===== config.mk =====
export PLATFORM = sky130hd
export DESIGN_NAME = cmd_frame_regbank
export DESIGN_NICKNAME = d
export VERILOG_FILES = /design/src/rtl/cmd_frame_pkg.sv /design/src/rtl/cmd_frame_regbank_sync.sv /design/src/rtl/cmd_frame_regbank.sv
export SDC_FILE = /design/constraint.sdc
export NUM_CORES = 2
export LEC_CHECK = 0
export CAP_MARGIN = 5
export CORE_MARGIN = 5
export CORE_UTILIZATION = 50
export CTS_BUF_LIST = sky130_fd_sc_hd__clkbuf_16
export CTS_CLUSTER_SIZE = 16
export DETAILED_ROUTE_END_ITERATION = 8
export PLACE_DENSITY = 0.8
export REMOVE_ABC_BUFFERS = 1
export SLEW_MARGIN = 10
export SYNTH_ARGS = -nofsm -noshare
export SYNTH_HDL_FRONTEND = slang
export SYNTH_SLANG_ARGS = --single-unit
export TNS_END_PERCENT = 1

===== constraint.sdc =====
create_clock -name clk -period 3.41 [get_ports clk]
set_input_delay 1.023 -clock clk [delete_from_list [all_inputs] [get_ports clk]]
set_output_delay 1.023 -clock clk [all_outputs]
set_load 0.05 [all_outputs]

===== src/rtl/cmd_frame_pkg.sv =====
// Shared constants and FSM state type for the command-frame register bank.
package cmd_frame_pkg;

    localparam logic [15:0] CM_HEADER     = 16'h434D;
    localparam logic [7:0]  FRAME_LEN     = 8'd50;
    localparam int unsigned PAYLOAD_WORDS = 48;

    typedef enum logic [1:0] {
        ST_IDLE,
        ST_COLLECT,
        ST_CHECK,
        ST_COMMIT
    } state_t;

    function automatic logic is_header(input logic [7:0] dnum, input logic [15:0] data);
        return (dnum == 8'd1) && (data == CM_HEADER);
    endfunction

endpackage


===== src/rtl/cmd_frame_regbank_sync.sv =====
// cs_edge_sync: two-flop synchronizer for the asynchronous chip-select plus
// a single-cycle rising-edge pulse in the clk domain.
module cs_edge_sync (
    input  logic clk,
    input  logic rst,
    input  logic i_cs,
    output logic o_rise
);

    logic [1:0] r_sync;
    logic       r_prev;

    always_ff @(posedge clk) begin
        if (rst) begin
            r_sync <= '0;
            r_prev <= 1'b0;
        end else begin
            r_sync <= {r_sync[0], i_cs};
            r_prev <= r_sync[1];
        end
    end

    assign o_rise = r_sync[1] & ~r_prev;

endmodule


===== src/rtl/cmd_frame_regbank.sv =====
// Collects a 50-word command frame into a shadow bank and commits it to the
// readable active bank. Define CMD_CHECKSUM_EN to enforce the word-50 checksum.
module cmd_frame_regbank
    import cmd_frame_pkg::*;
(
    input  logic        clk,
    input  logic        rst,
    input  logic        cs_in,
    input  logic [15:0] data_in,
    input  logic [7:0]  dnum_in,
    input  logic [5:0]  rd_addr,
    output logic [15:0] rd_data,
    output logic        frame_valid,
    output logic        frame_err,
    output logic [15:0] frame_cnt,
    output logic        busy
);

`ifdef CMD_CHECKSUM_EN
    localparam logic CKSUM_EN = 1'b1;
`else
    localparam logic CKSUM_EN = 1'b0;
`endif

    logic        w_rise;
    state_t      r_state, w_state_nxt;

    logic        r_pend;
    logic [15:0] r_pend_data;
    logic [7:0]  r_pend_dnum;

    logic [15:0] r_acc;
    logic [15:0] r_cksum;
    logic [7:0]  r_expected;
    logic [15:0] r_shadow [PAYLOAD_WORDS];
    logic [15:0] r_active [PAYLOAD_WORDS];

    logic [15:0] r_rd_data;
    logic        r_frame_valid;
    logic        r_frame_err;
    logic [15:0] r_frame_cnt;

    logic        w_hold;
    logic        w_smp_vld;
    logic [15:0] w_smp_data;
    logic [7:0]  w_smp_dnum;
    logic        w_hdr;
    logic        w_ck_ok;
    logic [5:0]  w_wr_idx;

    logic        w_acc_clr;
    logic        w_wr_en;
    logic        w_cksum_ld;
    logic        w_commit;
    logic        w_err;

    cs_edge_sync u_cs_edge_sync (
        .clk    (clk),
        .rst    (rst),
        .i_cs   (cs_in),
        .o_rise (w_rise)
    );

    // Edges arriving during CHECK/COMMIT are parked and replayed once back in IDLE.
    assign w_hold     = (r_state == ST_CHECK) || (r_state == ST_COMMIT);
    assign w_smp_vld  = ~w_hold & (r_pend | w_rise);
    assign w_smp_data = r_pend ? r_pend_data : data_in;
    assign w_smp_dnum = r_pend ? r_pend_dnum : dnum_in;
    assign w_hdr      = is_header(w_smp_dnum, w_smp_data);
    assign w_ck_ok    = ~CKSUM_EN | (r_acc == r_cksum);
    assign w_wr_idx   = 6'(r_expected - 8'd2);

    always_comb begin
        w_state_nxt = r_state;
        w_acc_clr   = 1'b0;
        w_wr_en     = 1'b0;
        w_cksum_ld  = 1'b0;
        w_commit    = 1'b0;
        w_err       = 1'b0;
        case (r_state)
            ST_IDLE: begin
                if (w_smp_vld && w_hdr) begin
                    w_acc_clr   = 1'b1;
                    w_state_nxt = ST_COLLECT;
                end
            end
            ST_COLLECT: begin
                if (w_smp_vld) begin
                    if (w_hdr) begin
                        w_err     = 1'b1;
                        w_acc_clr = 1'b1;
                    end else if ((w_smp_dnum == r_expected) && (r_expected >= 8'd2)
                                 && (r_expected < FRAME_LEN)) begin
                        w_wr_en = 1'b1;
                    end else if ((w_smp_dnum == FRAME_LEN) && (r_expected == FRAME_LEN)) begin
                        w_cksum_ld  = 1'b1;
                        w_state_nxt = ST_CHECK;
                    end else begin
                        w_err       = 1'b1;
                        w_state_nxt = ST_IDLE;
                    end
                end
            end
            ST_CHECK: begin
                if (w_ck_ok) begin
                    w_state_nxt = ST_COMMIT;
                end else begin
                    w_err       = 1'b1;
                    w_state_nxt = ST_IDLE;
                end
            end
            ST_COMMIT: begin
                w_commit    = 1'b1;
                w_state_nxt = ST_IDLE;
            end
            default: w_state_nxt = ST_IDLE;
        endcase
    end

    always_ff @(posedge clk) begin
        if (rst) begin
            r_state       <= ST_IDLE;
            r_pend        <= 1'b0;
            r_pend_data   <= '0;
            r_pend_dnum   <= '0;
            r_acc         <= '0;
            r_cksum       <= '0;
            r_expected    <= '0;
            r_rd_data     <= '0;
            r_frame_valid <= 1'b0;
            r_frame_err   <= 1'b0;
            r_frame_cnt   <= '0;
            for (int unsigned i = 0; i < PAYLOAD_WORDS; i++) begin
                r_shadow[i] <= '0;
                r_active[i] <= '0;
            end
        end else begin
            r_state       <= w_state_nxt;
            r_frame_valid <= w_commit;
            r_frame_err   <= w_err;

            if (w_rise && (w_hold || r_pend)) begin
                r_pend      <= 1'b1;
                r_pend_data <= data_in;
                r_pend_dnum <= dnum_in;
            end else if (r_pend && !w_hold) begin
                r_pend <= 1'b0;
            end

            if (w_acc_clr) begin
                r_acc      <= '0;
                r_expected <= 8'd2;
            end else if (w_wr_en) begin
                r_shadow[w_wr_idx] <= w_smp_data;
                r_acc              <= r_acc + w_smp_data;
                r_expected         <= r_expected + 8'd1;
            end

            if (w_cksum_ld) begin
                r_cksum <= w_smp_data;
            end

            if (w_commit) begin
                r_active    <= r_shadow;
                r_frame_cnt <= r_frame_cnt + 16'd1;
            end

            if (rd_addr < 6'(PAYLOAD_WORDS)) begin
                r_rd_data <= r_active[rd_addr];
            end else begin
                r_rd_data <= '0;
            end
        end
    end

    assign rd_data     = r_rd_data;
    assign frame_valid = r_frame_valid;
    assign frame_err   = r_frame_err;
    assign frame_cnt   = r_frame_cnt;
    assign busy        = (r_state != ST_IDLE);

endmodule

==> impl_metrics.tcl <==
set metrics [dict create \
    finalWirelength_um 217400 \
    rsz0062_at_grt "false" \
    synth_cells 7415 \
    ant_nets 0 \
    synthFlopType "dfxtp_1" \
    io_pins 68 \
    cp_slowest_cell "nor3_4" \
    numCtsBuffers 159 \
    gp_congestion 0.8973 \
    rows 132 \
    top_usage_layer "met2" \
    synth_area_leaders "dfxtp_1 49%, nand2_1 9.6%, a21oi_1 8.3%" \
    cpLargestDelayFamily "simple AND/OR/NAND/NOR gates" \
    grt.overflow.total 0 \
    dpl.hpwl_um 133900 \
    place_ws_ps -421.0 \
    p_per_area_nw_per_um2 497.2 \
    synth.top_cell.area_share_pct 49.08 \
    yosysTopAreaCell "dfxtp_1" \
    crit_path_end_kind "register" \
    ir_worst_vdd_v 0.0005552 \
    drc 0 \
    cp_max_fo 32 \
    final_nets 7294 \
    final_max_slew_viol_count 0 \
    htree_levels 4 \
    initial_utilization_pct 50.46 \
    max_freq_mhz 311.1 \
    first_pass_iters 9 \
    clk_latency_ps 810 \
    setup_tns_ps 0 \
    final_common_cell "nand2_1" \
    fp.coreArea_um2 130000 \
    hold_class "reg -> reg" \
    synth-edff-count 0 \
    viasPerCell 6.538 \
    die_x_um 372.2 \
    period_minus_slack_ps 3214 \
    clock-skew-final_ps 50.54 \
    use_met2_pct 45.61 \
    ys_ff_latch 1608 \
    leakage_uw 0.02378 \
    crit_path_cell_trace "mux2i_1 -> buf_4 -> xnor2_1 -> nor4_2 -> buf_4 -> nand3_4 -> nor3_4 -> a311oi_1" \
    setup_ws_ps 196.0 \
    portBuffers 67 \
    fin_crit_sh_pct 94.25 \
    synth_top_family_by_area "compound AO/OA/AOI/OAI gates" \
    finalHoldViolCount 0 \
    cts.sinks 1608 \
    clk_pin_slew_ps 60 \
    yosysSeqAreaShare_pct 49.08 \
    cp-start-kind "register" \
    synth_cell_types 62 \
    wire_per_inst_um 23.81 \
    drt_iter0_drc 8982 \
    crit_arrival_ps 3830 \
    cp.required_ps 4030 \
    setup_viol 0 \
    crit_type "reg -> reg" \
    vias 59690 \
    netlist_area_um2 65590 \
    area_growth_pct 14.93 \
    cap_violations 0 \
    cts_buffer_depth 3 \
    fp.dieH_um 372.2 \
    cpPeakStageDelay_ps 1030 \
    async_flop_share_pct 0 \
    grt_pass1_wl_um 329100 \
    maxSlewHeadroom_pct 15.11 \
    synth-simple-area-share_pct 15.13 \
    synthXorXnorAreaFrac_pct 0.2671 \
    yosys_warnings 0 \
    synth_mux_area_share_pct 8.834 \
    layout-drive-gt1-share_pct 12.89 \
    cts-root-buf "clkbuf_16" \
    postCtsSetupBuffers 0 \
    status "completed" \
    gr-usage-met1_pct 38.07 \
    cp_common_cell "buf_4" \
    cts_tree "built" \
    antenna_found_initial 7 \
    grt_max_degree 142 \
    dieArea_um2 138500 \
    final_cell_mix "1,671 x nand2_1, 1,607 x dfxtp_1, 1,092 x a21oi_1, 318 x inv_1, 284 x nand3_1" \
    worstMarginPinSlew_ps 1269 \
    synthAdderAreaFrac_pct 0.05723 \
    grt_pass1_vias 56340 \
    synth_compound_area_share_pct 19.88 \
    use_met3_pct 8.309 \
    grt.total_usage_pct 30.19 \
    syn_avg_cell_area_um2 8.846 \
    critPathBufInv 2 \
]
==> cells in the mapped netlist, types with 26 or more instances <==
cell type and n:
o21ai_0 273, nor2_1 152, nor3_1 70, dfxtp_1 1608
nor4_1 89, clkbuf_1 625, a21oi_1 1093, nand3_1 285
a311oi_1 145, nand2_1 1672, inv_1 293, mux4_2 240
a41oi_1 208, buf_6 26, buf_2 108, a221oi_1 280
==> registers in the layout (all words and copies together), names as in the netlist, named ones only <==
| name | cells |
|---|---|
| r_pend | 1 |
| u_cs_edge_sync.r_prev | 1 |
| frame_cnt | 16 |
| r_pend_dnum | 8 |
| frame_valid | 1 |
| r_state | 1 |
| r_shadow | 768 |
| u_cs_edge_sync.r_sync | 2 |
| frame_err | 1 |
| r_active | 768 |
| r_expected | 8 |
| rd_data | 16 |
| r_pend_data | 16 |
==> tightest hold or removal path, cell delays in order (launching register included) <==
cell     delay (ps)
dfxtp_1         310
nand2_1          50
a21oi_1          50
==> metal layers <==
metal,up-vias,share of wire [%]
met5,-,0.025
met4,8,7.1
met3,829,13
met2,4138,44
met1,28710,36
li1,26010,-
==> power breakdown <==
part | switching (uW) | leakage, uW | internal [uW]
Clock | 7760 | 0.00261 | 9720
Sequential | 0.316 | 0.0129 | 18800
Combinational | 852 | 0.00823 | 370
Total | 8610 | 0.0238 | 28900
==> cell families after synthesis <==
kind of cell	count (synthesis)
simple gates	2347
compound gates	2081
buf+inv	1079
fa+ha+maj	3
xor+xnor	20
mux	277
flops	1608
==> final cells by class <==
cell class                      count  area (um2)
Fill cell                       10490       54600
Sequential cell                  1608       32190
Multi-Input combinational cell   4728       29140
Timing Repair Buffer              467        5610
Clock buffer                      161        4029
Tap cell                         1742        2180
Clock inverter                    126        1111
Inverter                          294        1104
Antenna cell                        5       12.51
==> repair_timing <==
item                                    in CTS  in global routing
gates resized for setup                      0                  1
endpoints found under the setup margin       0                  1
hold buffers                                 0                  0
==> final timing paths <==
kind                                   start                          to  slack, ps  cells after the start
setup / recovery         r_pend$_SDFFE_PP0P_   r_shadow[19]$_SDFFE_PP0P_        200                      8
hold / removal    r_shadow[563]$_SDFFE_PP0P_  r_active[563]$_SDFFE_PP0P_        420                      2
hold reg to reg   r_shadow[563]$_SDFFE_PP0P_  r_active[563]$_SDFFE_PP0P_        420                      2
setup reg to reg         r_pend$_SDFFE_PP0P_   r_shadow[19]$_SDFFE_PP0P_        200                      8
==> through the flow <==
stage	power (uW)	hold WS (ps)	util, %	std cells	cell area, um2
2_1_floorplan	19430	413.8	-	6630	62260
3_3_place_gp	20370	422.6	54.03	8839	70230
3_5_place_dp	20380	425.1	54.03	8839	70230
4_1_cts	37470	430.7	57.98	9126	75370
5_1_grt	38370	457.2	57.98	9126	75370
6_report	37480	422.8	57.99	9131	75380
Power figures use the tool's default switching activity.
